**src/rtl/bp_sched.sv**
```systemverilog
// Belief-propagation polar decoder scheduler: walks R/L passes over butterfly stages and tags cell writes.
// Optional BP_EARLY_STOP_EN: when defined, converged=1 in CHECK ends the decode early.
module bp_sched #(
   parameter int unsigned LOG_N    = 8,
   parameter int unsigned LOG_P    = 3,
   parameter int unsigned CELL_LAT = 2,
   parameter int unsigned MAX_ITER = 40,
   localparam int unsigned GW = ((LOG_N - 1 - LOG_P) < 1) ? 1 : (LOG_N - 1 - LOG_P),
   localparam int unsigned SW = ($clog2(LOG_N) < 1) ? 1 : $clog2(LOG_N)
) (
   input  logic          clk,
   input  logic          rst_n,
   input  logic          start,
   input  logic          hold,
   input  logic          converged,
   output logic          busy,
   output logic          done,
   output logic          cell_en,
   output logic          rd_en,
   output logic          rd_dir,
   output logic [SW-1:0] rd_stage,
   output logic [GW-1:0] rd_group,
   output logic          wr_en,
   output logic          wr_dir,
   output logic [SW-1:0] wr_stage,
   output logic [GW-1:0] wr_group,
   output logic [7:0]    iter_cnt
);

   localparam int unsigned G  = 1 << GW;
   localparam int unsigned BW = 3;

   localparam logic [2:0] S_IDLE  = 3'd0;
   localparam logic [2:0] S_RPASS = 3'd1;
   localparam logic [2:0] S_LPASS = 3'd2;
   localparam logic [2:0] S_CHECK = 3'd3;
   localparam logic [2:0] S_DONE  = 3'd4;

   logic [2:0]    state_q, state_d;
   logic [SW-1:0] stage_q, stage_d;
   logic [GW-1:0] group_q, group_d;
   logic [BW-1:0] bub_q, bub_d;
   logic          in_bub_q, in_bub_d;
   logic [7:0]    iter_q, iter_d;
   logic [7:0]    iter_inc;
   logic          busy_q, busy_d;
   logic          done_q, done_d;
   logic          rd_en_q, rd_en_d;
   logic          rd_dir_q, rd_dir_d;
   logic          early_stop;

`ifdef BP_EARLY_STOP_EN
   assign early_stop = converged;
`else
   logic unused_converged;
   assign unused_converged = converged;
   assign early_stop       = 1'b0;
`endif

   assign iter_inc = iter_q + 8'd1;

   // State and counter register
   always_ff @(posedge clk) begin
      if (!rst_n) begin
         state_q  <= S_IDLE;
         stage_q  <= '0;
         group_q  <= '0;
         bub_q    <= '0;
         in_bub_q <= 1'b0;
         iter_q   <= '0;
         busy_q   <= 1'b0;
         done_q   <= 1'b0;
         rd_en_q  <= 1'b0;
         rd_dir_q <= 1'b0;
      end else begin
         state_q  <= state_d;
         stage_q  <= stage_d;
         group_q  <= group_d;
         bub_q    <= bub_d;
         in_bub_q <= in_bub_d;
         iter_q   <= iter_d;
         busy_q   <= busy_d;
         done_q   <= done_d;
         rd_en_q  <= rd_en_d;
         rd_dir_q <= rd_dir_d;
      end
   end

   // Next-state: each stage is G issue cycles followed by CELL_LAT bubbles
   always_comb begin
      state_d  = state_q;
      stage_d  = stage_q;
      group_d  = group_q;
      bub_d    = bub_q;
      in_bub_d = in_bub_q;
      iter_d   = iter_q;

      case (state_q)
         S_IDLE: begin
            if (start) begin
               state_d  = S_RPASS;
               stage_d  = '0;
               group_d  = '0;
               bub_d    = '0;
               in_bub_d = 1'b0;
               iter_d   = '0;
            end
         end
         S_RPASS, S_LPASS: begin
            if (!hold) begin
               if (!in_bub_q) begin
                  if (group_q == GW'(G - 1)) begin
                     in_bub_d = 1'b1;
                     bub_d    = '0;
                  end else begin
                     group_d = group_q + GW'(1);
                  end
               end else if (bub_q == BW'(CELL_LAT - 1)) begin
                  in_bub_d = 1'b0;
                  bub_d    = '0;
                  group_d  = '0;
                  if (state_q == S_RPASS) begin
                     if (stage_q == SW'(LOG_N - 1)) state_d = S_LPASS;
                     else                           stage_d = stage_q + SW'(1);
                  end else begin
                     if (stage_q == '0) state_d = S_CHECK;
                     else               stage_d = stage_q - SW'(1);
                  end
               end else begin
                  bub_d = bub_q + BW'(1);
               end
            end
         end
         S_CHECK: begin
            if (!hold) begin
               iter_d  = iter_inc;
               stage_d = '0;
               group_d = '0;
               if ((iter_inc == 8'(MAX_ITER)) || early_stop) state_d = S_DONE;
               else                                          state_d = S_RPASS;
            end
         end
         S_DONE: begin
            state_d = S_IDLE;
         end
         default: begin
            state_d = S_IDLE;
         end
      endcase

      busy_d   = (state_d == S_RPASS) || (state_d == S_LPASS) || (state_d == S_CHECK);
      done_d   = (state_d == S_DONE);
      rd_en_d  = ((state_d == S_RPASS) || (state_d == S_LPASS)) && !in_bub_d;
      rd_dir_d = (state_d == S_LPASS);
   end

   // Write-tag delay line mirrors the cell pipeline, so it only moves when cells do
   logic          dl_en    [CELL_LAT];
   logic          dl_dir   [CELL_LAT];
   logic [SW-1:0] dl_stage [CELL_LAT];
   logic [GW-1:0] dl_group [CELL_LAT];

   always_ff @(posedge clk) begin
      if (!rst_n) begin
         for (int i = 0; i < int'(CELL_LAT); i++) begin
            dl_en[i]    <= 1'b0;
            dl_dir[i]   <= 1'b0;
            dl_stage[i] <= '0;
            dl_group[i] <= '0;
         end
      end else if (cell_en) begin
         dl_en[0]    <= rd_en_q;
         dl_dir[0]   <= rd_dir_q;
         dl_stage[0] <= stage_q;
         dl_group[0] <= group_q;
         for (int i = 1; i < int'(CELL_LAT); i++) begin
            dl_en[i]    <= dl_en[i-1];
            dl_dir[i]   <= dl_dir[i-1];
            dl_stage[i] <= dl_stage[i-1];
            dl_group[i] <= dl_group[i-1];
         end
      end
   end

   assign busy     = busy_q;
   assign done     = done_q;
   assign cell_en  = busy_q & ~hold;
   assign rd_en    = rd_en_q & ~hold;
   assign rd_dir   = rd_dir_q;
   assign rd_stage = stage_q;
   assign rd_group = group_q;
   assign wr_en    = dl_en[CELL_LAT-1] & ~hold;
   assign wr_dir   = dl_dir[CELL_LAT-1];
   assign wr_stage = dl_stage[CELL_LAT-1];
   assign wr_group = dl_group[CELL_LAT-1];
   assign iter_cnt = iter_q;

endmodule

```
**config.mk**
```make
export PLATFORM = sky130hd
export DESIGN_NAME = bp_sched
export DESIGN_NICKNAME = d
export VERILOG_FILES = /design/src/rtl/bp_sched.sv
export SDC_FILE = /design/constraint.sdc
export NUM_CORES = 1
export LEC_CHECK = 0
export CAP_MARGIN = 20
export CELL_PAD_IN_SITES_DETAIL_PLACEMENT = 0
export CELL_PAD_IN_SITES_GLOBAL_PLACEMENT = 2
export CORE_MARGIN = 5
export CORE_UTILIZATION = 36
export DETAILED_ROUTE_END_ITERATION = 8
export GPL_TIMING_DRIVEN = 0
export PLACE_DENSITY_LB_ADDON = 0.1
export SYNTH_ARGS = -nofsm -noshare
export SYNTH_HDL_FRONTEND = slang
export SYNTH_SLANG_ARGS = --single-unit
```
**constraint.sdc**
```tcl
create_clock -name clk -period 7.3 [get_ports clk]
set_input_delay 2.19 -clock clk [delete_from_list [all_inputs] [get_ports clk]]
set_output_delay 2.19 -clock clk [all_outputs]
set_load 0.01 [all_outputs]
```
==> results of run 1 <==
## sequential cells by signal, indices dropped and copies added (netlist names), 3 cells and up
register,cells
dl_group,8
iter_cnt,8
dl_stage,6
rd_group,4
bub_q,3
rd_stage,3
state_q,3
## tightest hold or removal path: stages (launching register included)
cell and delay (ns):
dfxtp_1 0.36, nand2_1 0.07, a21oi_1 0.05
## worst max-delay path by stage
stage | startpoint | end | slack, ns | depth (start not counted)
after floorplan | hold | rd_en | 2.38 | 3
after global placement | hold | cell_en | 1.15 | 5
after detailed placement | hold | cell_en | 1.13 | 5
after CTS | hold | cell_en | 1.14 | 5
after global routing | hold | cell_en | 1.07 | 5
final | hold | cell_en | 1.16 | 5
## report_power, final
group	internal, W	switching [W]	total (W)
clock network	0.000102	0.0000826	0.000184
logic	0.0000200	0.0000249	0.0000449
registers	0.000262	0.00000272	0.000265
total	0.000384	0.000110	0.000494
## kinds of logic (layout without fill, tap and decap cells)
kind of cell,after synthesis,after routing,share of synthesized area (%)
AND/OR/NAND/NOR,98,98,26.4
AO/OA/AOI/OAI,58,58,16.3
XOR/XNOR,2,2,1.09
adder cells (fa/ha/maj),3,3,1.96
buffers and inverters,24,64,6.41
flip-flops,44,44,46.1
multiplexers,4,4,1.74
## synthesized netlist by cell type, drive strengths merged, types with 3 or more instances
master	n	area, µm²
nand2b	5	31.3
o21ai	15	78.8
nand3b	3	35.0
a21oi	18	90.1
or3	5	36.3
nor3	7	40.0
dfxtp	26	521
and3	7	43.8
nand2	11	41.3
nand4	3	18.8
and2	16	100
a31oi	6	37.5
nor2b	3	18.8
mux2i	4	40.0
edfxtp	18	541
inv	7	26.3
or4	4	30.0
nor4	5	31.3
buf	11	85.1
nor2	16	62.6
clkbuf	5	32.5
or2	3	21.3
## stage by stage
stage / instances / total power [W] / worst slack, ns / hold WS, ns
final: 350 / 0.000494 / 1.16 / 0.521
after CTS: 350 / 0.000503 / 1.14 / 0.521
after global placement: 342 / 0.000316 / 1.15 / 0.500
after floorplan: 233 / 0.000298 / 2.38 / 0.490
after global routing: 350 / 0.000516 / 1.07 / 0.537
after detailed placement: 342 / 0.000316 / 1.13 / 0.504
## cell type report
| class | count | area, µm² |
|---|---|---|
| Inverter | 8 | 30.0 |
| Multi-Input combinational cell | 165 | 1100 |
| Tap cell | 77 | 96.3 |
| Sequential cell | 44 | 1060 |
| Buffer | 16 | 118 |
| Clock buffer | 6 | 72.6 |
| Timing Repair Buffer | 32 | 320 |
| Clock inverter | 2 | 35.0 |
| Fill cell | 631 | 3450 |
## metal layers
metal,global-route usage [%],vias up,part of all wire [%]
met1,16.8,846,48
li1,-,936,-
met4,3.97,0,1.2
met5,0,-,0
met3,3.09,5,4.3
met2,22.1,34,46
==> out/metrics.cfg, run 1 <==
[run_status]
run_status=finished clean

[timing]
hold_viol=0
fin_crit_ns=6.14
finalSetupViolCount=0
grt_setup_unrepaired=no
skew_ns=0.00576
period_share_pct=84.1
fin_setup_tns_ns=0
finalMaxSlewViolations=0
slew_headroom_pct=42.1
max_freq_mhz=163
worst_slew_pin_slew_ns=0.868

[floorplan]
row_count=29
core-area_um2=6280
die_area_um2=8090
io_pins=34
dieHeight_um=90.0
initial_core_util_pct=36.7
die_w_um=90.0

[clocking]
cts_tree=built
clockBufferDepth=2
htree_levels=2
clk_latency_ns=0.30
hold_buffers=0
cts_buffers=5
cts-resized-gates=0
clk_pin_slew_ns=0.08
post-cts-setup-buffers=0
cts-root-buf=clkbuf_8
cts_sinks=44

[layout]
diodes=0
final_common_cell=clkdlybuf4s50_1
nets=280
drive_above_1_share_pct=12.1
postLayoutCoreUtil_pct=45.1
final_cell_mix=clkdlybuf4s50_1 (32), dfxtp_1 (26), a21oi_1 (18), edfxtp_1 (18), and2_1 (16)
area_growth_pct=22.9
final_area_um2=2830

[drt]
drcViolationCount=0
drt-total-wl_um=5180
drtPass1Iterations=4
detail_route.wl_per_cell_um=14.8
drtAntennaViolNets=0
drt-initial-drc-count=90
vias=1821
avgViaCountPerCell=5.20

[power]
leakage_nw=1.04
power.density_nw_per_um2=174
max-vdd-ir-drop_mv=0.0926

[place]
dpl_cell_area_um2=2720
place_congestion=0.772
hpwl_um=3760
port-buffer-count=32

[worst_setup_path]
end_kind=output pin
cp_cell_sequence=clkdlybuf4s50_1 > clkbuf_4 > clkbuf_1 > nor2_1 > clkdlybuf4s50_1
worst-path-buf-inv=4
rrSetupSlack_ns=5.22
crit_top_cell=clkdlybuf4s50_1
ff2ff_path_depth=5
r2r_start=bub_q[0]$_SDFFE_PN0P_
critPathLaunchType=primary input
cp_slowest_stage_delay_ns=0.55
critPathMaxFanout=10
critPathRequiredTime_ns=5.11
critPathSlowestCell=clkdlybuf4s50_1
path_class=in2out
r2r_end=rd_en_q$_SDFF_PN0_
cp.arrival_ns=3.95
crit_family=buffers and inverters

[run]
cap_viol_max_count=0

[global_routing]
grt_usage_pct=13.2
grt_pass1_vias=1815
overflow=0
grt_pass1_wl_um=8870
grt_max_degree=19
antenna_found_initial=0

[logic_synthesis]
netlist_instances=233
ys_seq_elements=44
seq_area_frac_synth_pct=46.1
synth_area_per_cell_um2=9.88
ys_warn_count=0
synth_area_um2=2300
synth-edff-count=18
yosys.cell_types.count=64
synth-async-reset-ratio_pct=0
synth_top_flop_cell=dfxtp_1
syn_nets=241

[hold_path]
hold_class=reg2reg
worst_hold_path.num_cells=2
worstHoldStart=rd_group[1]$_SDFFE_PN0P_
min_delay_worst_endpoint=rd_group[1]$_SDFFE_PN0P_

Note: power is estimated with default switching activity, not from simulation.
==> run 2: changes to the inputs <==
- CORE_UTILIZATION: 36 -> 31
- clock period: 7.3 -> 5.17 ns (I/O delays scaled with it)
==> run 2 against run 1 <==
Effect of this change:
- non-clock buffer count did not move
- via count rose by 0.33%
- worst setup slack got worse by 0.86 ns
- final cell count rose by 6.3%
- utilization fell by 5.7 points
- cell area rose by 0.97%
- sequential share of layout area fell by 0.36 points
- wire length rose by 4.7%
- die area rose by 14%
- critical path type unchanged
- largest power group unchanged
==> out/metrics.cfg, run 2 (synthesized netlist as in run 1, its figures left out) <==
[clocking]
cts-root-buf=clkbuf_8
cts_sinks=44
htree_levels=2
hold_buffers=0
cts-resized-gates=0
clk_latency_ns=0.30
clockBufferDepth=2
cts_tree=built
clk_pin_slew_ns=0.08
post-cts-setup-buffers=0
cts_buffers=5

[floorplan]
core-area_um2=7250
initial_core_util_pct=31.7
die_w_um=96.2
dieHeight_um=96.2
row_count=31
die_area_um2=9250
io_pins=34

[drt]
drtAntennaViolNets=0
detail_route.wl_per_cell_um=14.6
drt-initial-drc-count=87
drtPass1Iterations=4
vias=1827
drcViolationCount=0
drt-total-wl_um=5430
avgViaCountPerCell=4.91

[timing]
worst_slew_pin_slew_ns=0.908
hold_viol=0
fin_crit_ns=4.87
finalMaxSlewViolations=0
grt_setup_unrepaired=no
finalSetupViolCount=0
slew_headroom_pct=39.4
max_freq_mhz=205
skew_ns=0.00484
fin_setup_tns_ns=0
period_share_pct=94.2

[worst_setup_path]
critPathSlowestCell=clkdlybuf4s50_1
cp.arrival_ns=3.32
end_kind=output pin
cp_slowest_stage_delay_ns=0.54
worst-path-buf-inv=4
crit_family=buffers and inverters
path_class=in2out
critPathRequiredTime_ns=3.62
critPathLaunchType=primary input
crit_top_cell=clkdlybuf4s50_1
cp_cell_sequence=clkdlybuf4s50_1 > clkbuf_4 > clkbuf_1 > nor2_1 > clkdlybuf4s50_1
critPathMaxFanout=10

[layout]
diodes=0
final_cell_mix=clkdlybuf4s50_1 (32), dfxtp_1 (26), a21oi_1 (18), edfxtp_1 (18), and2_1 (16)
final_common_cell=clkdlybuf4s50_1
fin_cells=372
drive_above_1_share_pct=12.1
area_growth_pct=24.1
fillers=753
nets=280

[place]
place_congestion=0.728
port-buffer-count=32
hpwl_um=3900
placed_cells=364

[global_routing]
grt_usage_pct=12.8
overflow=0
grt_max_degree=19
grt_pass1_vias=1786
grt_pass1_wl_um=9200
antenna_found_initial=0

[run_status]
run_status=finished clean

[power]
max-vdd-ir-drop_mv=0.113
power.density_nw_per_um2=245
leakage_nw=1.04

[hold_path]
hold_class=reg2reg

[run]
cap_viol_max_count=0

-- run 2: report_power, final --
group          leakage, nW  switching (W)  internal [W]
registers            0.399     0.00000374      0.000370
clock network       0.0552       0.000120      0.000144
logic                0.588      0.0000358     0.0000282
total                 1.04       0.000160      0.000542
-- run 2: through the flow --
stage	area [µm²]	setup WS (ns)	hold WS (ns)	utilization [%]	power, W
6_report	2860	0.299	0.522	39.4	0.000701
3_5_place_dp	2750	0.266	0.505	37.9	0.000447
5_1_grt	2860	0.143	0.557	39.4	0.000734
4_1_cts	2860	0.261	0.526	39.4	0.000717
2_1_floorplan	2300	1.51	0.490	-	0.000420
3_3_place_gp	2750	0.303	0.499	37.9	0.000447
-- run 2: layout make-up --
class	instances	area, µm²	area share, %
buffer	16	118	4.12
clock buffer	6	72.6	2.54
clock inverter	2	35.0	1.23
inverter	8	30.0	1.05
multi-input combinational	165	1100	38.4
sequential	44	1060	37.1
tap	99	124	4.33
timing repair buffer	32	320	11.2
-- run 2: final timing paths --
check / from / cells past startpoint / to / slack, ns
setup / recovery: hold / 5 / cell_en / 0.30
hold / removal: dl_group[0][2]$_SDFFCE_PN0P_ / 1 / dl_group[0][6]$_SDFFCE_PN0P_ / 0.52
setup reg to reg: state_q[0]$_SDFF_PN0_ / 5 / rd_stage[1]$_SDFFE_PN0P_ / 3.10
hold reg to reg: dl_group[0][2]$_SDFFCE_PN0P_ / 1 / dl_group[0][6]$_SDFFCE_PN0P_ / 0.52
-- run 2: worst register-to-register path: stages (launching register included) --
cell and delay, ns:
dfxtp_1 0.43, nor3b_2 0.40, mux2i_1 0.41, a31oi_1 0.19, or4_1 0.42, a21oi_1 0.15
-- run 2: per-layer routing --
layer	vias up	global-route usage (%)	wire length, µm
li1	931	-	-
met1	857	17.9	2710
met2	32	19.8	2460
met3	7	2.74	196
met4	0	3.55	60
met5	-	0	0
